## config.mk

```make
export PLATFORM = sky130hd
export DESIGN_NAME = alu_div
export DESIGN_NICKNAME = d
export VERILOG_FILES = /design/src/rtl/alu_pkg.sv /design/src/rtl/div_step.sv /design/src/rtl/alu_div.sv
export SDC_FILE = /design/constraint.sdc
export NUM_CORES = 1
export LEC_CHECK = 0
export ABC_AREA = 1
export CORE_ASPECT_RATIO = 0.7
export CORE_MARGIN = 8
export CORE_UTILIZATION = 55
export CTS_BUF_LIST = sky130_fd_sc_hd__clkbuf_8
export CTS_CLUSTER_DIAMETER = 30
export DETAILED_ROUTE_END_ITERATION = 16
export PLACE_DENSITY = 0.86
export SYNTH_ARGS = -nofsm -noshare
export SYNTH_HDL_FRONTEND = slang
export SYNTH_SLANG_ARGS = --single-unit
```

## constraint.sdc

```tcl
create_clock -name clk -period 2.3 [get_ports clk]
set_input_delay 0.69 -clock clk [delete_from_list [all_inputs] [get_ports clk]]
set_output_delay 0.69 -clock clk [all_outputs]
set_load 0.02 [all_outputs]
```

## src/rtl/alu_pkg.sv

```systemverilog
// Shared ALU definitions: opcodes (including the DIV/DIVU extension),
// divider state encoding and overflow-flag bit positions.
package alu_pkg;

   typedef enum logic [3:0] {
      OP_ADD  = 4'b0000,
      OP_SUB  = 4'b0001,
      OP_AND  = 4'b0010,
      OP_OR   = 4'b0011,
      OP_XOR  = 4'b0100,
      OP_SLL  = 4'b0101,
      OP_SRL  = 4'b0110,
      OP_SRA  = 4'b0111,
      OP_SLT  = 4'b1000,
      OP_SLTU = 4'b1001,
      OP_DIV  = 4'b1110,
      OP_DIVU = 4'b1111
   } alu_op_e;

   typedef enum logic [1:0] {
      IDLE = 2'd0,
      CALC = 2'd1,
      FIX  = 2'd2,
      DONE = 2'd3
   } div_state_e;

   localparam int OV_SIGNED   = 1;
   localparam int OV_CARRY_DZ = 0;

   function automatic logic [1:0] ov_flags(input logic divZero, input logic signedOvf);
      logic [1:0] f;
      f              = '0;
      f[OV_SIGNED]   = signedOvf;
      f[OV_CARRY_DZ] = divZero;
      return f;
   endfunction

endpackage

```

## src/rtl/div_step.sv

```systemverilog
// One restoring shift-subtract division step; purely combinational.
module div_step #(
   parameter int WIDTH = 4
) (
   input  logic [WIDTH:0]   rem_i,
   input  logic [WIDTH-1:0] quo_i,
   input  logic [WIDTH-1:0] div_i,
   output logic [WIDTH:0]   rem_o,
   output logic [WIDTH-1:0] quo_o
);

   logic [WIDTH+1:0] shifted;
   logic [WIDTH+1:0] trial;
   logic             qBit;

   // The extra top bit of trial acts as the borrow that decides restore vs. keep.
   always_comb begin
      shifted = {rem_i, quo_i[WIDTH-1]};
      trial   = shifted - {2'b00, div_i};
      qBit    = ~trial[WIDTH+1];
      rem_o   = qBit ? trial[WIDTH:0] : shifted[WIDTH:0];
      quo_o   = {quo_i[WIDTH-2:0], qBit};
   end

endmodule

```

## src/rtl/alu_div.sv

```systemverilog
// Multi-cycle signed/unsigned restoring divider (IDLE->CALC->FIX->DONE).
// Define DIV_ZERO_FAST_EN to let divide-by-zero skip straight to DONE.
module alu_div
   import alu_pkg::*;
#(
   parameter int WIDTH = 4
) (
   input  logic             clk,
   input  logic             rst_n,
   input  logic             start,
   input  logic             signed_op,
   input  logic [WIDTH-1:0] A,
   input  logic [WIDTH-1:0] B,
   output logic             busy,
   output logic             done,
   output logic [WIDTH-1:0] y0,
   output logic [WIDTH-1:0] y1,
   output logic [1:0]       ov
);

   localparam int CW = $clog2(WIDTH + 1);
   localparam logic [WIDTH-1:0] MOST_NEG = {1'b1, {(WIDTH-1){1'b0}}};

   div_state_e       state_q, state_d;
   logic [CW-1:0]    cnt_q, cnt_d;
   logic [WIDTH:0]   rem_q, rem_d;
   logic [WIDTH-1:0] quo_q, quo_d;
   logic [WIDTH-1:0] div_q, div_d;
   logic [WIDTH-1:0] aOrig_q, aOrig_d;
   logic             negQ_q, negQ_d;
   logic             negR_q, negR_d;
   logic             dz_q, dz_d;
   logic             ovf_q, ovf_d;
   logic [WIDTH-1:0] y0_q, y0_d;
   logic [WIDTH-1:0] y1_q, y1_d;
   logic [1:0]       ov_q, ov_d;

   logic [WIDTH-1:0] magA, magB;
   logic [WIDTH:0]   stepRem;
   logic [WIDTH-1:0] stepQuo;
   logic [WIDTH-1:0] remLow;

   // The most negative value negates to itself, which is still the right unsigned magnitude.
   assign magA   = (signed_op && A[WIDTH-1]) ? -A : A;
   assign magB   = (signed_op && B[WIDTH-1]) ? -B : B;
   assign remLow = rem_q[WIDTH-1:0];

   div_step #(.WIDTH(WIDTH)) u_step (
      .rem_i (rem_q),
      .quo_i (quo_q),
      .div_i (div_q),
      .rem_o (stepRem),
      .quo_o (stepQuo)
   );

   always_comb begin
      state_d = state_q;
      cnt_d   = cnt_q;
      rem_d   = rem_q;
      quo_d   = quo_q;
      div_d   = div_q;
      aOrig_d = aOrig_q;
      negQ_d  = negQ_q;
      negR_d  = negR_q;
      dz_d    = dz_q;
      ovf_d   = ovf_q;
      y0_d    = y0_q;
      y1_d    = y1_q;
      ov_d    = ov_q;

      unique case (state_q)
         IDLE: begin
            if (start) begin
               aOrig_d = A;
               quo_d   = magA;
               div_d   = magB;
               rem_d   = '0;
               cnt_d   = '0;
               negQ_d  = signed_op && (A[WIDTH-1] ^ B[WIDTH-1]);
               negR_d  = signed_op && A[WIDTH-1];
               dz_d    = (B == '0);
               ovf_d   = signed_op && (A == MOST_NEG) && (B == '1);
`ifdef DIV_ZERO_FAST_EN
               if (B == '0) begin
                  state_d = DONE;
                  y0_d    = '1;
                  y1_d    = A;
                  ov_d    = ov_flags(1'b1, 1'b0);
               end else begin
                  state_d = CALC;
               end
`else
               state_d = CALC;
`endif
            end
         end
         CALC: begin
            rem_d = stepRem;
            quo_d = stepQuo;
            cnt_d = cnt_q + 1'b1;
            if (cnt_q == CW'(WIDTH - 1)) begin
               state_d = FIX;
            end
         end
         FIX: begin
            state_d = DONE;
            ov_d    = ov_flags(dz_q, ovf_q);
            if (dz_q) begin
               y0_d = '1;
               y1_d = aOrig_q;
            end else if (ovf_q) begin
               y0_d = aOrig_q;
               y1_d = '0;
            end else begin
               y0_d = negQ_q ? -quo_q : quo_q;
               y1_d = negR_q ? -remLow : remLow;
            end
         end
         DONE: begin
            state_d = IDLE;
         end
         default: begin
            state_d = IDLE;
         end
      endcase
   end

   always_ff @(posedge clk) begin
      if (!rst_n) begin
         state_q <= IDLE;
         cnt_q   <= '0;
         rem_q   <= '0;
         quo_q   <= '0;
         div_q   <= '0;
         aOrig_q <= '0;
         negQ_q  <= 1'b0;
         negR_q  <= 1'b0;
         dz_q    <= 1'b0;
         ovf_q   <= 1'b0;
         y0_q    <= '0;
         y1_q    <= '0;
         ov_q    <= '0;
      end else begin
         state_q <= state_d;
         cnt_q   <= cnt_d;
         rem_q   <= rem_d;
         quo_q   <= quo_d;
         div_q   <= div_d;
         aOrig_q <= aOrig_d;
         negQ_q  <= negQ_d;
         negR_q  <= negR_d;
         dz_q    <= dz_d;
         ovf_q   <= ovf_d;
         y0_q    <= y0_d;
         y1_q    <= y1_d;
         ov_q    <= ov_d;
      end
   end

   assign busy = (state_q != IDLE);
   assign done = (state_q == DONE);
   assign y0   = y0_q;
   assign y1   = y1_q;
   assign ov   = ov_q;

endmodule

```

After elaboration in Yosys (flattened, before gate mapping) --
Cells that the tools add are included.
Storage, ports and cells: bits of input ports 12, output and inout port bits 12, bits in registers 36, logic and storage cells 59
Operators by class: eq/ne operators 8, reduce and logical (&&, ||, !) cells 12, add/subtract/negate cells 6, bitwise gates (word level) 2, multiplexer cells 18
Operators with widths (count):
- $mux W4 | 9
- $neg A4 Y4 | 4
- $mux W5 | 2
- $pmux W5 S2 | 1
- $eq A4 B4 Y1 const B | 2
- $pmux W2 S4 | 1
- $pmux W4 S2 | 1
- $pmux W3 S2 | 1
- $reduce_and A2 Y1 | 3
- $sub A6 B4 Y6 | 1
- $logic_and A1 B1 Y1 | 5
- $eq A2 B2 Y1 const B | 2
- $logic_not A4 Y1 | 1
- $mux W2 | 2
- $ne A2 B2 Y1 const B | 2
- $reduce_bool A2 Y1 | 2
- $add A3 B1 Y3 const B | 1
- $eq A3 B2 Y1 const B | 1
- $mux W3 | 1
- $eq A2 B1 Y1 const B | 1
- $logic_not A2 Y1 | 1
- $not A1 Y1 | 1
- $xor A1 B1 Y1 | 1

Logic depth before layout (Yosys ltp) --
Gate-level depths: netlist of the first run.
depth in word-level cells 4, depth in mapped cells 11, mapped depth without buffers 11

Hierarchy --
A second synthesis of the first run with hierarchy kept.
Second synthesis, totals: cell total of the unflattened synthesis 300, area, all modules 2100.8 µm²
Modules (own cells, without submodules):
- alu_div | sequential area each 720.7 µm², area each 1741.7 µm², times used 1, cells each 240
- div_step | sequential area each 0.0 µm², area each 359.1 µm², times used 1, cells each 60

Worst setup path after synthesis of the first run --
No wires, ideal clock.
path kind flip-flop to flip-flop, start register quo_q[3], end register rem_q[4], setup time 132 ps, arrival 1501 ps, path slack 667 ps, clock period less this slack 1633 ps, required time 2168 ps, path buffers 0, cell stages (with the launch flop) 11, cells stage by stage dfxtp_1 -> inv_1 -> ha_1 -> fa_1 -> nand3b_1 -> nand2_1 -> nand2_1 -> nand2_1 -> nand3_1 -> nand3_1 -> a21oi_1
On the way: longest elaborated chain between the ends 3
RTL lines:
- start: declaration | RTL line alu_div.sv:27 | logic [WIDTH-1:0] quo_q, quo_d;
- start signal: assignment | RTL line alu_div.sv:147 | quo_q <= quo_d;
- $sub A6 B4 Y6 | RTL line div_step.sv:19 | trial = shifted - {2'b00, div_i};
- $mux W5 | RTL line div_step.sv:21 | rem_o = qBit ? trial[WIDTH:0] : shifted[WIDTH:0];
- $pmux W5 S2 | RTL line alu_div.sv:71 | unique case (state_q)
- end signal: assignment | RTL line alu_div.sv:146 | rem_q <= rem_d;
- end: declaration | RTL line alu_div.sv:26 | logic [WIDTH:0] rem_q, rem_d;
No other way between the ends. A chain may end at the register's enable or synchronous reset.

Final worst setup path of the first run --
start register state_q[0], end output port busy
On the way: longest elaborated chain between the ends 1
RTL lines:
- start: declaration | RTL line alu_div.sv:24 | div_state_e state_q, state_d;
- start signal: assignment | RTL line alu_div.sv:144 | state_q <= state_d;
- $reduce_bool A2 Y1 | RTL line alu_div.sv:160 | assign busy = (state_q != IDLE);
- end: declaration | RTL line alu_div.sv:14 | output logic busy,
No other way between the ends.

==> impl_results.md, run 1 <==
* Seq pwr share at 31.0%
* DRT iter0 DRCs at 175
* Crit path max-delay family: buffers and inverters
* Sw Ratio at 45.64%
* Critical-path top delay cell: dfxtp_1
* Hold path startpoint: ov[1]$_SDFFE_PN0P_
* Fin util at 68.06%
* Count leader, synth: inv_1
* Largest net degree at the start of global routing at 21
* Detailed placement HPWL at 3897 µm
* Min-Delay Endpoint: ov[1]$_SDFFE_PN0P_
* Initial antenna violation count at 0
* Fraction of registers with async set/reset at 0%
* Top post-synthesis cells by area: dfxtp_1 (36%), ha_1 (9.4%), a21oi_1 (8.0%)
* Die ar. at 0.005851 mm²
* Clock-pin transition on the worst setup and hold timing paths at 70 ps
* First-pass GRT wire length at 8797 µm
* DR pass1 iterations at 6
* R2R Setup Slk at 460 ps
* Worst Skew at 7.122 ps
* Ports at 24
* FF-to-FF End: rem_q[4]$_SDFFE_PN0P_
* Final Hold Violating Endpoints at 0
* Max-slew headroom at 74.18%
* Largest stage delay, worst path at 370 ps
* CTS root buffer: clkbuf_8
* Total track usage at 19.43%
* Crit path arrival time at 1460 ps
* Post-Synth Adder-Cell Area at 10.39%
* Largest family of logic cells by synthesized area: compound AO/OA/AOI/OAI gates
* Most used cell, CP: inv_1
* Outcome: complete, no violations
* CTS Buf Count at 5
* CTS H-tree depth at 2
* MaxCap Viol Count at 0
* Post-synth EDFFs at 0
* N_diodes at 0
* Mapped cell area at 0.001999 mm²
* Max rail drop VDD at 0.0008672 V
* Initial Util at 56.91%
* Simple-gate share of the synthesized area at 20.28%
* Post-Syn Area per Cell at 7.378 µm²
* Critical Path Start Type: register
* Final setup violation count at 0
* Setup_tns at 0 ps
* Top cell type's share of synthesized area at 36.05%
* Clock tree from TritonCTS: built
* Yosys top cell by area: dfxtp_1
* Worst Setup End Kind: output pin
* Wire length per cell at 14.97 µm
* ANT nets after route at 0
* Comb power frac at 54.0%
* Slew Viols, Final at 0
* DR vias/cell at 5.650
* Port buffer count at 23
* Clock share of power at 15.0%
* Post-synthesis mux area share at 0%
* Class of the worst hold path: register to register
* Clock Path Buffers at 2
* Clock Latency Late Sink at 290 ps
* Internal power at 0.001646 W
* Worst-Margin Slew at 385.8 ps
* Remaining DRCs at 0
* Final worst-path cycle share at 93.40%
* Wirelength, routed at 5255 µm
* Final Hold Slack at 488.2 ps
* Hold path depth at 2
* Maximum fanout along the worst path at 4
* Bufs and invs on worst path at 3
* Die width at 88.07 µm
* Worst-path cell chain: inv_1 -> ha_1 -> inv_1 -> dlygate4sd2_1
* Gpl congestion at 0.8914
* Total Nets Final at 328
* Layout cells sized above 1 at 6.977%
* Compound-Gate Fraction of Synth Area at 21.71%
* # hold bufs at CTS at 0
* Synth Instances at 271
* Setup Fix Bufs, Post-CTS at 0
* Netlist cell types at 33
* Routed vias at 1983
* Pwr Density at 1266 mW/mm²
* P_sw at 0.001382 W
* R2r worst-path depth at 10
* Row count at 18
* Grt total ovfl at 0
* XOR/XNOR Fraction of Synth Area at 1.752%
* RSZ-0062 raised after global routing: no
* Final setup margin at 151.9 ps
* R2R Path Start: quo_q[3]$_SDFFE_PN0P_
* Filler cell count at 301
* Syn_nets at 299
* Vias in the first global route at 1947
* Synth top cells by count: inv_1 (39), nand2_1 (38), dfxtp_1 (36)
* Core area at 0.003513 mm²
* Synth-to-layout area growth at 19.59%
* Post-Place Worst Slack at 196.1 ps
* Synthesis Warnings at 0
* Kind of critical path: register to output pin
* Register area share after synthesis at 36.05%
* Die Height at 66.45 µm
* Post-synth top flop: dfxtp_1
* Max Freq at 0.4655 GHz
* Pleak at 1.024 nW
* Post-cts repair resize count at 1
* CP Data Required Time at 1610 ps
* Synthesized flop and latch total at 36
* Sink Count at 36
* Fin crit period at 2148 ps
-- cell type report --
| type | count | area, µm² | area share (%) |
|---|---|---|---|
| Multi-Input combinational cell | 185 | 1082 | 45.26 |
| Sequential cell | 36 | 720.7 | 30.14 |
| Timing Repair Buffer | 29 | 274.0 | 11.46 |
| Inverter | 43 | 161.4 | 6.750 |
| Clock buffer | 6 | 82.58 | 3.454 |
| Tap cell | 50 | 62.56 | 2.616 |
| Clock inverter | 2 | 7.507 | 0.3140 |
-- cells by family after synthesis --
kind of cell,Yosys count
fa+ha+maj,16
flops,36
simple gates,93
compound gates,72
xor+xnor,4
buf+inv,50
-- stage by stage --
stage,cell area (µm²),power [W],std cells
finish,2391,0.003027,351
global route,2391,0.003290,351
CTS,2391,0.003006,351
detailed placement,2302,0.002558,343
global placement,2302,0.002493,343
floorplan,1999,0.002129,271
-- flip-flops by register name, indices dropped and copies added (netlist names) --
register	flops
aOrig_q	4
cnt_q	3
div_q	4
dz_q	1
negQ_q	1
negR_q	1
ov	2
ovf_q	1
quo_q	4
rem_q	5
state_q	2
y0	4
y1	4
-- layout by cell type (no fill, tap or decap), types with 2 or more instances in the layout --
cell type        netlist  final
a211oi_1               4      4
a31oi_1                3      3
clkdlybuf4s50_1        0     22
o211ai_1               2      2
inv_2                  3      3
dfxtp_1               36     36
nand3_1               30     30
a221oi_2               2      2
clkbuf_8               0      6
a221oi_1               3      3
xor2_1                 4      4
nor2_1                19     19
ha_1                  15     15
nand2_1               38     38
buf_4                  0      6
inv_1                 39     41
a21oi_1               32     32
o21ai_0               19     19
-- worst max-delay path by stage --
stage	from	end	slack [ps]	depth (start not counted)
after floorplan	quo_q[3]$_SDFFE_PN0P_	rem_q[4]$_SDFFE_PN0P_	670	10
after global placement	state_q[0]$_SDFFE_PN0P_	busy	240	4
after detailed placement	state_q[0]$_SDFFE_PN0P_	busy	200	4
after CTS	state_q[0]$_SDFFE_PN0P_	busy	140	4
after global routing	state_q[0]$_SDFFE_PN0P_	busy	100	4
final	state_q[0]$_SDFFE_PN0P_	busy	150	4
-- tightest hold or removal path: cells and delay by family, from the launching register on --
family | cells | cell delay, ps
simple gates | 1 | 80
compound gates | 1 | 40
flops | 1 | 320
-- routing by layer --
layer  GRT usage [%]  part of all wire, %  up-vias
li1                -                    -      967
met5               0                    0        -
met3           5.087                  9.2       14
met4           9.015                  2.1        0
met2           30.59                   43       89
met1           24.28                   45      913
-- power groups by stage --
stage | clock (W) | sequential, W | combinational [W]
CTS | 0.000458 | 0.000934 | 0.00162
finish | 0.000454 | 0.000940 | 0.00163
floorplan | 0 | 0.000960 | 0.00117
global route | 0.000488 | 0.000959 | 0.00184
detailed placement | 0 | 0.000945 | 0.00161
global placement | 0 | 0.000937 | 0.00156
(Power assumes the default switching activity.)
==> inputs of run 2 (changes only) <==
- CTS_BUF_LIST: sky130_fd_sc_hd__clkbuf_8 -> unset
==> impl_results.md, run 2 (synthesized netlist as in run 1, its figures left out) <==
* Layout cells sized above 1 at 6.977% (unchanged)
* CTS root buffer: clkbuf_8
* Wire length per cell at 14.98 µm (about the same)
* Outcome: complete, no violations
* Max rail drop VDD at 0.0008656 V (-0.19%)
* FF-to-FF End: rem_q[4]$_SDFFE_PN0P_
* Largest stage delay, worst path at 370 ps (about the same)
* Crit path arrival time at 1460 ps (about the same)
* Pleak at 1.016 nW (-0.81%)
* Sw Ratio at 45.50% (-0.15 points)
* DR vias/cell at 5.658 (+0.15%)
* Worst-path cell chain: inv_1 -> ha_1 -> inv_1 -> dlygate4sd2_1
* Clock Path Buffers at 2 (unchanged)
* Final Cell Area at 0.002391 mm² (unchanged)
* Crit path max-delay family: buffers and inverters
* Pwr Density at 1270 mW/mm² (+0.28%)
* Seq pwr share at 31.0% (about the same)
* R2R Path Start: quo_q[3]$_SDFFE_PN0P_
* N_diodes at 0 (unchanged)
* Clock Latency Late Sink at 290 ps (about the same)
* Total track usage at 19.43% (unchanged)
* Worst Skew at 7.300 ps (+0.1782 ps)
* Commonest cells after routing, fill and taps aside: inv_1 (39), nand2_1 (38), dfxtp_1 (36)
* Post-cts repair resize count at 1 (unchanged)
* CTS Buf Count at 5 (unchanged)
* Area of the multi-input gates at 0.001082 mm² (unchanged)
* Die ar. at 0.005851 mm² (unchanged)
* Core area at 0.003513 mm² (unchanged)
* Final setup margin at 154.1 ps (+2.224 ps)
* Grt total ovfl at 0 (unchanged)
* Hold path depth at 2 (unchanged)
* Worst Setup End Kind: output pin
* Final worst-path cycle share at 93.30% (-0.097 points)
* Seq. cell area at 720.7 µm² (unchanged)
* Setup_tns at 0 ps (unchanged)
* Final Hold Slack at 491.7 ps (+3.491 ps)
* MaxCap Viol Count at 0 (unchanged)
* ANT nets after route at 0 (unchanged)
* Bufs and invs on worst path at 3 (unchanged)
* Final setup violation count at 0 (unchanged)
* R2R Setup Slk at 460 ps (about the same)
* Class of the worst hold path: register to register
* Most used cell, CP: inv_1
* Maximum fanout along the worst path at 4 (unchanged)
* Ports at 24 (unchanged)
* Fin crit period at 2146 ps (-2.224 ps)
* # hold bufs at CTS at 0 (unchanged)
* Critical Path Stages at 4 (unchanged)
* Filler cell count at 301 (unchanged)
* Final Hold Violating Endpoints at 0 (unchanged)
* Initial antenna violation count at 0 (unchanged)
* Die width at 88.07 µm (unchanged)
* Port buffer count at 23 (unchanged)
* Gpl congestion at 0.8914 (unchanged)
* Synth-to-layout area growth at 19.59% (unchanged)
* Setup Fix Bufs, Post-CTS at 0 (unchanged)
* Min-Delay Endpoint: y1[3]$_SDFFE_PN0P_
* Hold path startpoint: y1[3]$_SDFFE_PN0P_
* Most flop-heavy register: rem_q
* Slew Viols, Final at 0 (unchanged)
* Die Height at 66.45 µm (unchanged)
* Commonest non-fill, non-tap cell in the layout: inv_1
* Initial Util at 56.91% (unchanged)
* Worst-Margin Slew at 385.1 ps (-0.6772 ps)
* Critical-path top delay cell: dfxtp_1
* DR pass1 iterations at 5 (-1)
* Routed vias at 1986 (+0.15%)
* Row count at 18 (unchanged)
* Clock share of power at 15.2% (+0.2 points)
* Comb power frac at 53.8% (-0.2 points)
* Total Nets Final at 328 (unchanged)
* Vias in the first global route at 1947 (unchanged)
* First-pass GRT wire length at 8797 µm (unchanged)
* Largest net degree at the start of global routing at 21 (unchanged)
* Remaining DRCs at 0 (unchanged)
* CP Data Required Time at 1610 ps (about the same)
* RSZ-0062 raised after global routing: no
* CTS H-tree depth at 2 (unchanged)
* Post-Place Worst Slack at 196.1 ps (unchanged)
* Clock-pin transition on the worst setup and hold timing paths at 70 ps (about the same)
* Internal power at 0.001655 W (+0.55%)
* Kind of critical path: register to output pin
* Max Freq at 0.4660 GHz (+0.10%)
* Placed cell areas at 0.002302 mm² (unchanged)
* Max-slew headroom at 74.23% (about the same)
* Wirelength, routed at 5259 µm (about the same)
* DRT iter0 DRCs at 161 (-8.0%)
* Critical Path Start Type: register
* Sink Count at 36 (unchanged)
* Max reg flops at 5 (unchanged)
* P_sw at 0.001381 W (about the same)
* Detailed placement HPWL at 3897 µm (unchanged)
* Clock tree from TritonCTS: built
* R2r worst-path depth at 10 (unchanged)
-- run 2: through the flow --
| stage | util (%) | power, W | instances |
|---|---|---|---|
| finish | 68.06 | 0.003036 | 351 |
| global route | 68.06 | 0.003298 | 351 |
| CTS | 68.06 | 0.003015 | 351 |
| detailed placement | 65.53 | 0.002558 | 343 |
| global placement | 65.53 | 0.002493 | 343 |
| floorplan | - | 0.002129 | 271 |
-- run 2: worst max path at each step --
stage                            start                    end  slack [ps]
6_report       state_q[0]$_SDFFE_PN0P_                   busy         150
2_1_floorplan    quo_q[3]$_SDFFE_PN0P_  rem_q[4]$_SDFFE_PN0P_         670
3_5_place_dp   state_q[0]$_SDFFE_PN0P_                   busy         200
4_1_cts        state_q[0]$_SDFFE_PN0P_                   busy         140
3_3_place_gp   state_q[0]$_SDFFE_PN0P_                   busy         240
5_1_grt        state_q[0]$_SDFFE_PN0P_                   busy         100
-- run 2: power by group through the flow --
stage	logic, W	clock network [W]	registers [W]
finish	0.00163	0.000463	0.000940
global route	0.00184	0.000496	0.000959
CTS	0.00162	0.000466	0.000934
detailed placement	0.00161	0	0.000945
global placement	0.00156	0	0.000937
floorplan	0.00117	0	0.000960
-- run 2: area by class of cell --
| class | count | area share (%) |
|---|---|---|
| inverter | 43 | 6.750 |
| timing repair buffer | 29 | 11.46 |
| multi-input combinational | 185 | 45.26 |
| tap | 50 | 2.616 |
| clock buffer | 8 | 3.768 |
| sequential | 36 | 30.14 |
-- run 2: tightest hold or removal path: cells and delay by family (launching register included) --
| family | cells | cell delay [ps] |
|---|---|---|
| DFF | 1 | 310 |
| AOI/OAI and AO/OA | 1 | 70 |
| and+or+nand+nor | 1 | 60 |
-- run 2: per-layer routing --
metal / global-route usage [%] / up-vias / routed length [µm]
met5: 0 / - / 0
met4: 9.015 / 0 / 112
met3: 5.087 / 14 / 463
met2: 30.59 / 94 / 2272
met1: 24.28 / 913 / 2410
li1: - / 965 / -
==> inputs of run 3 (changes only) <==
- CORE_ASPECT_RATIO: 0.7 -> 0.8
==> impl_results.md, run 3 (synthesized netlist as in run 1, its figures left out) <==
* Outcome: complete, no violations
* Clock tree from TritonCTS: built
* Slew Viols, Final at 0 (unchanged)
* Sink Count at 36 (unchanged)
* Core area at 0.003447 mm² (-1.9%)
* RSZ-0062 raised after global routing: no
* DR pass1 iterations at 5 (unchanged)
* Max rail drop VDD at 0.0007512 V (-13%)
* Grt total ovfl at 0 (unchanged)
* Commonest cells after routing, fill and taps aside: inv_1 (39), nand2_1 (38), dfxtp_1 (36)
* Final setup violation count at 0 (unchanged)
* Kind of critical path: register to output pin
* Critical Path Stages at 4 (unchanged)
* Total track usage at 16.70% (-2.7 points)
* Port buffer count at 23 (unchanged)
* CTS Buf Count at 5 (unchanged)
* DRT iter0 DRCs at 191 (+19%)
* Clock Latency Late Sink at 290 ps (about the same)
* MaxCap Viol Count at 0 (unchanged)
* CP Data Required Time at 1610 ps (about the same)
* Worst-path cell chain: inv_1 -> ha_1 -> inv_1 -> dlygate4sd2_1
* N_diodes at 0 (unchanged)
* Initial Util at 58.00% (+1.1 points)
* Die Height at 69.93 µm (+5.2%)
* Hold path depth at 2 (unchanged)
* Final worst-path cycle share at 93.79% (+0.50 points)
* Worst Skew at 4.442 ps (-2.858 ps)
* CTS H-tree depth at 2 (unchanged)
* Worst Setup End Kind: output pin
* Remaining DRCs at 0 (unchanged)
* Max Freq at 0.4635 GHz (-0.53%)
* Crit path arrival time at 1470 ps (about the same)
* Maximum fanout along the worst path at 4 (unchanged)
* # hold bufs at CTS at 0 (unchanged)
* Setup_tns at 0 ps (unchanged)
* First-pass GRT wire length at 8114 µm (-7.8%)
* Pwr Density at 1268 mW/mm² (-0.12%)
* Clock Path Buffers at 2 (unchanged)
* Bufs and invs on worst path at 3 (unchanged)
* Row count at 19 (+1)
* Synth-to-layout area growth at 17.33%
* Gpl congestion at 0.8482 (-4.8%)
* Ports at 24 (unchanged)
* Die width at 83.41 µm (-5.3%)
* Pleak at 0.9967 nW (-1.9%)
* Vias in the first global route at 1763 (-9.5%)
* Largest net degree at the start of global routing at 21 (unchanged)
* Die ar. at 0.005833 mm² (-0.32%)
* Critical-path top delay cell: dfxtp_1
* Final Hold Violating Endpoints at 0 (unchanged)
* Most flop-heavy register: rem_q
* Routed vias at 1904 (-4.1%)
* Crit path max-delay family: buffers and inverters
* Worst-Margin Slew at 721.0 ps (+335.9 ps)
* Critical Path Start Type: register
* R2r worst-path depth at 10 (unchanged)
* DR vias/cell at 5.617 (-0.74%)
* Total Nets Final at 325 (-0.91%)
* Wire length per cell at 14.27 µm (-4.7%)
* Max-slew headroom at 51.88% (-22 points)
* Commonest non-fill, non-tap cell in the layout: inv_1
* Wirelength, routed at 4839 µm (-8.0%)
* Layout cells sized above 1 at 6.061% (-0.92 points)
* Fin crit period at 2157 ps (+11.40 ps)
* CTS root buffer: clkbuf_8
* Most used cell, CP: inv_1
* Largest stage delay, worst path at 370 ps (about the same)
* Max reg flops at 5 (unchanged)
* Clock-pin transition on the worst setup and hold timing paths at 70 ps (about the same)
* Initial antenna violation count at 0 (unchanged)
* Tot Pwr at 0.002975 W (-2.0%)
* Detailed placement HPWL at 3772 µm (-3.2%)
* Class of the worst hold path: register to register
* ANT nets after route at 0 (unchanged)
-- run 3: cell count changes in the layout (fill, tap and decap cells not counted), sizes merged --
| cell | before | now |
|---|---|---|
| clkbuf | 8 | 6 |
| buf | 6 | 3 |
| clkinv | 1 | 2 |
-- run 3: what timing repair did --
| item | in CTS | in global routing |
|---|---|---|
| resized for setup | 1 | 0 |
| endpoints found under the setup margin | 1 | 0 |
| setup buffers | 0 | 0 |
-- run 3: power breakdown --
| group | switching (W) | internal (W) | total (W) |
|---|---|---|---|
| clock | 0.000222 | 0.000206 | 0.000427 |
| combinational | 0.00100 | 0.000608 | 0.00161 |
| sequential | 0.000135 | 0.000803 | 0.000938 |
| total | 0.00136 | 0.00162 | 0.00297 |
-- run 3: routing by layer --
layer | global-route usage [%] | wire (µm) | vias to the layer above
met5 | 0 | 0 | -
met4 | 5.354 | 64 | 0
met3 | 5.562 | 424 | 7
met2 | 25.26 | 2099 | 70
met1 | 21.79 | 2251 | 869
li1 | - | - | 958
-- run 3: per-stage QoR --
stage                     worst slack [ps]  instances  instance area, µm²  util (%)  hold WS, ps
after CTS                            142.0        339                2346     68.06        471.4
final                                142.7        339                2346     68.06        469.7
after floorplan                      666.6        271                1999         -        434.6
after global placement               227.1        332                2270     65.84        448.6
after global routing                 50.24        339                2346     68.06        486.3
after detailed placement             192.4        332                2270     65.84        461.7
-- run 3: worst paths after layout --
path,start,end,slack [ps]
hold / removal,aOrig_q[2]$_SDFFE_PN0P_,y0[2]$_SDFFE_PN0P_,470
hold reg to reg,aOrig_q[2]$_SDFFE_PN0P_,y0[2]$_SDFFE_PN0P_,470
setup / recovery,state_q[0]$_SDFFE_PN0P_,busy,140
setup reg to reg,quo_q[3]$_SDFFE_PN0P_,rem_q[4]$_SDFFE_PN0P_,480
-- run 3: area by class of cell --
cell class / count / area [µm²]
Fill cell: 290 / 1101
Timing Repair Buffer: 26 / 251.5
Clock buffer: 6 / 72.57
Tap cell: 42 / 52.55
Multi-Input combinational cell: 185 / 1082
Inverter: 43 / 161.4
Sequential cell: 36 / 720.7
Clock inverter: 1 / 5.005
-- run 3: worst min-delay path: stages, from the launching register on --
cell and delay [ps]:
dfxtp_1 310, nand2_1 50, a31oi_1 70
